### src/rtl/alu_seq_divider_if.sv
// Request/result bundle between the ALU divide path and the sequential divider.
interface alu_seq_divider_if #(
    parameter int WIDTH = 16
);
    logic             start;
    logic [WIDTH-1:0] dividend;
    logic [WIDTH-1:0] divisor;
    logic             busy;
    logic             done;
    logic [WIDTH-1:0] quotient;
    logic [WIDTH-1:0] remainder;
    logic             div_zero;

    modport master (
        output start, dividend, divisor,
        input  busy, done, quotient, remainder, div_zero
    );

    modport slave (
        input  start, dividend, divisor,
        output busy, done, quotient, remainder, div_zero
    );
endinterface

### src/rtl/alu_seq_divider.sv
// Multi-cycle unsigned restoring divider: one quotient bit per clock, MSB first.
// Divide-by-zero short-circuits straight to DONE with q = all ones, r = dividend.
module alu_seq_divider #(
    parameter int WIDTH = 16
) (
    input logic               clk,
    input logic               rst_n,
    alu_seq_divider_if.slave  bus
);
    localparam int CW = (WIDTH > 2) ? $clog2(WIDTH) : 1;
    localparam logic [CW-1:0] LAST_COUNT = CW'(WIDTH - 1);

    typedef enum logic [1:0] {IDLE, CALC, DONE} state_t;

    state_t           state_reg, state_next;
    logic [WIDTH-1:0] dvd_reg, dvd_next;
    logic [WIDTH-1:0] dsr_reg, dsr_next;
    logic [WIDTH-1:0] rem_reg, rem_next;
    logic [WIDTH-1:0] quo_reg, quo_next;
    logic [CW-1:0]    count_reg, count_next;
    logic [WIDTH-1:0] quotient_reg, quotient_next;
    logic [WIDTH-1:0] remainder_reg, remainder_next;
    logic             div_zero_reg, div_zero_next;

    // Shifted partial remainder keeps its carry bit so the compare is exact
    // when the divisor MSB is set; after a subtract the result always fits WIDTH.
    logic [WIDTH:0]   r_shift;
    logic [WIDTH-1:0] r_diff;
    logic             q_bit;

    always_ff @(posedge clk or negedge rst_n) begin
        if (!rst_n) begin
            state_reg <= IDLE;
        end else begin
            state_reg <= state_next;
        end
    end

    always_ff @(posedge clk or negedge rst_n) begin
        if (!rst_n) begin
            dvd_reg       <= '0;
            dsr_reg       <= '0;
            rem_reg       <= '0;
            quo_reg       <= '0;
            count_reg     <= '0;
            quotient_reg  <= '0;
            remainder_reg <= '0;
            div_zero_reg  <= 1'b0;
        end else begin
            dvd_reg       <= dvd_next;
            dsr_reg       <= dsr_next;
            rem_reg       <= rem_next;
            quo_reg       <= quo_next;
            count_reg     <= count_next;
            quotient_reg  <= quotient_next;
            remainder_reg <= remainder_next;
            div_zero_reg  <= div_zero_next;
        end
    end

    always_comb begin
        state_next     = state_reg;
        dvd_next       = dvd_reg;
        dsr_next       = dsr_reg;
        rem_next       = rem_reg;
        quo_next       = quo_reg;
        count_next     = count_reg;
        quotient_next  = quotient_reg;
        remainder_next = remainder_reg;
        div_zero_next  = div_zero_reg;

        r_shift = {rem_reg, dvd_reg[WIDTH-1]};
        r_diff  = r_shift[WIDTH-1:0] - dsr_reg;
        q_bit   = (r_shift >= {1'b0, dsr_reg});

        case (state_reg)
            IDLE: begin
                if (bus.start) begin
                    if (bus.divisor != '0) begin
                        dvd_next   = bus.dividend;
                        dsr_next   = bus.divisor;
                        rem_next   = '0;
                        quo_next   = '0;
                        count_next = '0;
                        state_next = CALC;
                    end else begin
                        quotient_next  = '1;
                        remainder_next = bus.dividend;
                        div_zero_next  = 1'b1;
                        state_next     = DONE;
                    end
                end
            end
            CALC: begin
                rem_next   = q_bit ? r_diff : r_shift[WIDTH-1:0];
                quo_next   = {quo_reg[WIDTH-2:0], q_bit};
                dvd_next   = {dvd_reg[WIDTH-2:0], 1'b0};
                count_next = count_reg + 1'b1;
                if (count_reg == LAST_COUNT) begin
                    quotient_next  = {quo_reg[WIDTH-2:0], q_bit};
                    remainder_next = q_bit ? r_diff : r_shift[WIDTH-1:0];
                    div_zero_next  = 1'b0;
                    count_next     = '0;
                    state_next     = DONE;
                end
            end
            DONE: begin
                state_next = IDLE;
            end
            default: begin
                state_next = IDLE;
            end
        endcase
    end

    assign bus.busy      = (state_reg == CALC);
    assign bus.done      = (state_reg == DONE);
    assign bus.quotient  = quotient_reg;
    assign bus.remainder = remainder_reg;
    assign bus.div_zero  = div_zero_reg;
endmodule
### src/flat_wrapper.sv
// flat-port wrapper written by rule: the top's interface ports become plain ports
module alu_seq_divider_flat 
#(
    parameter int WIDTH = 16
)
  (clk, rst_n, bus_start, bus_dividend, bus_divisor, bus_busy, bus_done, bus_quotient, bus_remainder, bus_div_zero);
  alu_seq_divider_if #(.WIDTH(WIDTH)) bus_i ();
  input logic clk;
  input logic rst_n;
  input wire logic [$bits(bus_i.start)-1:0] bus_start;
  input wire logic [$bits(bus_i.dividend)-1:0] bus_dividend;
  input wire logic [$bits(bus_i.divisor)-1:0] bus_divisor;
  output wire logic [$bits(bus_i.busy)-1:0] bus_busy;
  output wire logic [$bits(bus_i.done)-1:0] bus_done;
  output wire logic [$bits(bus_i.quotient)-1:0] bus_quotient;
  output wire logic [$bits(bus_i.remainder)-1:0] bus_remainder;
  output wire logic [$bits(bus_i.div_zero)-1:0] bus_div_zero;
  assign bus_i.start = bus_start;
  assign bus_i.dividend = bus_dividend;
  assign bus_i.divisor = bus_divisor;
  assign bus_busy = bus_i.busy;
  assign bus_done = bus_i.done;
  assign bus_quotient = bus_i.quotient;
  assign bus_remainder = bus_i.remainder;
  assign bus_div_zero = bus_i.div_zero;
  alu_seq_divider #(.WIDTH(WIDTH)) u_core (.clk(clk), .rst_n(rst_n), .bus(bus_i));
endmodule
### config.mk
export PLATFORM = sky130hd
export DESIGN_NAME = alu_seq_divider_flat
export DESIGN_NICKNAME = d
export VERILOG_FILES = /design/src/rtl/alu_seq_divider_if.sv /design/src/rtl/alu_seq_divider.sv /design/src/flat_wrapper.sv
export SDC_FILE = /design/constraint.sdc
export NUM_CORES = 1
export LEC_CHECK = 0
export ABC_AREA = 1
export CAP_MARGIN = 0
export CORE_MARGIN = 1
export CORE_UTILIZATION = 30
export DETAILED_ROUTE_END_ITERATION = 16
export SLEW_MARGIN = 20
export SYNTH_ARGS = -nofsm -noshare
export SYNTH_HDL_FRONTEND = slang
export SYNTH_SLANG_ARGS = --single-unit
### constraint.sdc
create_clock -name clk -period 2.3 [get_ports clk]
set_clock_uncertainty 0.1 [all_clocks]
set_input_delay 0.46 -clock clk [delete_from_list [all_inputs] [get_ports clk]]
set_output_delay 0.46 -clock clk [all_outputs]
set_load 0.01 [all_outputs]
==> impl.org <==
** Outcome
- Outcome :: completed

** Yosys
- Yosys Warn Count :: 0
- Async set-or-reset flop fraction in the synthesized netlist :: 100%
- Yosys top cell area share :: 43.6%
- Synthesis inferred 102 register bits.
- Among all flip-flop cells after synthesis, the most frequent one is dfrtp_1.
- Synthesis produced 747 cells.
- Number of unique standard cell types used by synthesis :: 39
- The synthesized netlist occupies a cell area of 5850 um2.
- By area the synthesized netlist is led by dfrtp_1 (44%), nand2_1 (12%), inv_1 (7.2%).
- Number of synthesized flops with an enable pin :: 0
- Cell type with the largest total area after synthesis :: dfrtp_1
- Most frequent cell after synthesis :: nand2_1
- Commonest cells post-synth :: nand2_1 (194), inv_1 (113), dfrtp_1 (102)
- The number of nets in the synthesized netlist is 800.
- Proportion of synthesized chip area in sequential cells :: 43.6%
- Synthesized area per cell :: 7.83 um2

** Floorplanning
- The initial utilization of the core area, before any placement, comes to 31.0%.
- Measured along the x axis, the die boundary spans 142 um.
- Number of primary I/O pins :: 70
- From bottom edge to top edge, the die measures 142 um.
- Placement row count :: 50
- Core Region :: 18900 um2
- The floorplan step defined a die boundary enclosing 20100 um2.

** Timing
- After layout, the worst path uses 93.9% of the clock period.
- Max-slew violation count :: 0
- Final setup violation count :: 0
- Final Hold Viols :: 0
- In this run the tightest slew margin relative to its limit is 67.2%.
- Unrepaired setup endpoints after global routing :: true
- Crit path time final :: 2160 ps
- Slew at the pin with the worst max-slew slack :: 492 ps
- Timing would allow up to 0.463 GHz.

** Critical path
- The critical path crosses 3 cells after its start point.
- At the worst endpoint, the required time is 1740 ps.
- R2R Path Start :: u_core.rem_reg[4]$_DFFE_PN0P_
- Crit path max-delay family :: buffers and inverters
- STA classifies the critical path startpoint as a flip-flop.
- CP endpoint kind :: output pin
- Count of buffering cells on the critical path with inverters included :: 2
- Along the worst path, the maximum fanout reaches 4.
- Critical path's slowest cell :: clkdlybuf4s50_1
- Crit-path cells :: inv_1 > nor2_1 > clkdlybuf4s50_1
- The most critical setup path has its startpoint at u_core.state_reg[1]$_DFFE_PN0P_.
- CP Class :: flip-flop to output pin
- The worst register-to-register path ends at u_core.bus.remainder[2]$_DFFE_PN0P_.
- Delay of the slowest cell on the worst path :: 600 ps
- The worst register-to-register path has a setup slack of 150 ps.
- STA puts the critical path data arrival time at 1600 ps.
- The critical path ends at bus_done.
- Reg2reg path depth :: 11

** Layout
- Final Util :: 39.4%
- Share of layout cells above drive strength 1 :: 15.6%
- Antenna cells :: 0
- Cell Count, Final, Fillers Out :: 1102
- Syn-to-layout area delta :: 27.1%
- Final layout net count :: 890

** Route
- In the routed design, unresolved DRC markers number 0.
- The pre-antenna-repair detailed-routing pass consisted of 5 iterations.
- 1st-iter DRT viols :: 293
- For this block, the via count after detailed routing is 4960.
- The final layout contains routed wiring with a total length of 15.2 mm.
- In this run the remaining antenna-violating nets after routing total 0.
- Using the TritonRoute via totals, the vias-per-cell ratio works out to 4.50.
- Mean routed wirelength per cell :: 13.8 um

** Run
- Max-cap violations in this run came to 0.

** Place
- Dpl cells :: 1082
- Detailed placement finished with a half-perimeter wire length of 11.3 mm.
- During placement, the flow inserted port buffers numbering 69.
- RD Place Congestion :: 0.860

** GRT
- Antenna violations before repair :: 0
- In the global route stage, overall resource usage came out at 16.0%.
- Leftover overflow at the end of global routing :: 0
- The first global-routing pass estimated 24.7 mm of wire.
- The number of global-route vias before repair was 4879.
- Entering global routing, the biggest net connects 40 pins.

** Power
- For this design the static power due to leakage is 3.77 nW.
- The worst-case IR drop observed on VDD is 0.000544 V.
- Power density over the cells :: 1430 nW/um2

** Clocking
- H-tree depth :: 3
- Clock slew at reported path FFs :: 80 ps
- Clock tree synthesis found a total of 102 sinks.
- TritonCTS built the clock tree.
- Total clock buffers created by CTS :: 9
- Deepest clock path buffer count :: 2
- Root buffer selected by CTS :: clkbuf_16
- Clock latency of the later-clocked register in the worst-skew pair :: 360 ps

** Min path
- Type of the worst min-delay path :: flip-flop to flip-flop
## through the flow
step	area (um2)	hold slack [ps]	setup slack (ps)	setup TNS, ps	total power [W]
after floorplan	5850	64.4	309	0	0.00711
after global placement	7000	342	-118	-3470	0.00888
after detailed placement	7000	345	-172	-5580	0.00896
after CTS	7310	386	45.3	0	0.0105
after global routing	7440	411	-7.24	-9.70	0.0117
final	7440	382	141	0	0.0107
## tightest hold or removal path, delay by kind of cell (launching register included)
| kind | cells | cell delay, ps |
|---|---|---|
| DFF | 1 | 350 |
| and+or+nand+nor | 2 | 100 |
## final cells by class
| cell class | instances | area (um2) |
|---|---|---|
| multi-input combinational | 494 | 2750 |
| sequential | 102 | 2550 |
| clock inverter | 7 | 73.8 |
| clock buffer | 9 | 225 |
| timing repair buffer | 105 | 1040 |
| fill | 1974 | 11500 |
| tap | 260 | 325 |
| inverter | 125 | 472 |
## worst min-delay path by stage
stage                                             start                         endpoint  slack (ps)  cells after the start
final                     u_core.dvd_reg[0]$_DFFE_PN0P_    u_core.dvd_reg[0]$_DFFE_PN0P_         380                      2
after global routing      u_core.dsr_reg[9]$_DFFE_PN0P_    u_core.dsr_reg[9]$_DFFE_PN0P_         410                      2
after CTS                 u_core.dvd_reg[0]$_DFFE_PN0P_    u_core.dvd_reg[0]$_DFFE_PN0P_         390                      2
after detailed placement                          rst_n    u_core.quo_reg[2]$_DFFE_PN0P_         350                      1
after global placement                            rst_n    u_core.quo_reg[1]$_DFFE_PN0P_         340                      1
after floorplan                                   rst_n  u_core.bus.div_zero$_DFFE_PN0P_          60                      0
## routing by layer
| metal | wire length, um | vias up | global-route usage, % |
|---|---|---|---|
| li1 | - | 2529 | - |
| met1 | 6970 | 2315 | 19.9 |
| met2 | 7160 | 98 | 26.6 |
| met3 | 806 | 18 | 4.72 |
| met4 | 278 | 0 | 5.21 |
| met5 | 0 | - | 0 |
## cells by family after synthesis
family,after synthesis,synth area share (%)
compound gates,60,5.58
xor+xnor,7,1.05
fa+ha+maj,18,3.98
buf+inv,152,11.2
flops,102,43.6
simple gates,408,34.6
## report_power, final
| part | switching, W | internal, W |
|---|---|---|
| logic | 0.00377 | 0.00240 |
| clock network | 0.000782 | 0.000772 |
| registers | 0.000452 | 0.00249 |
## cells in the final DEF (no fill, tap or decap), drive strengths merged
master and n:
o22ai 12, ha 17, nand4 24, inv 129
nor4 2, or2 18, clkinv 3, nor3 1
clkdlybuf4s50 67, fa 1, dlygate4sd3 1, o21ai 16
dfrtp 102, a21oi 28, nand2 203, clkbuf 9
nor2 78, dlymetal6s2s 1, o211ai 2, o21a 1
xor2 5, buf 36, and2 3, xnor2 2
a22o 1, nand3 80
## what timing repair did
action,CTS,global route
hold buffers,1,0
resized for setup,0,22
endpoints found under the hold margin,30,0
setup endpoints to repair,0,30
buffers inserted,0,2
Note: power is estimated with default switching activity, not from simulation.
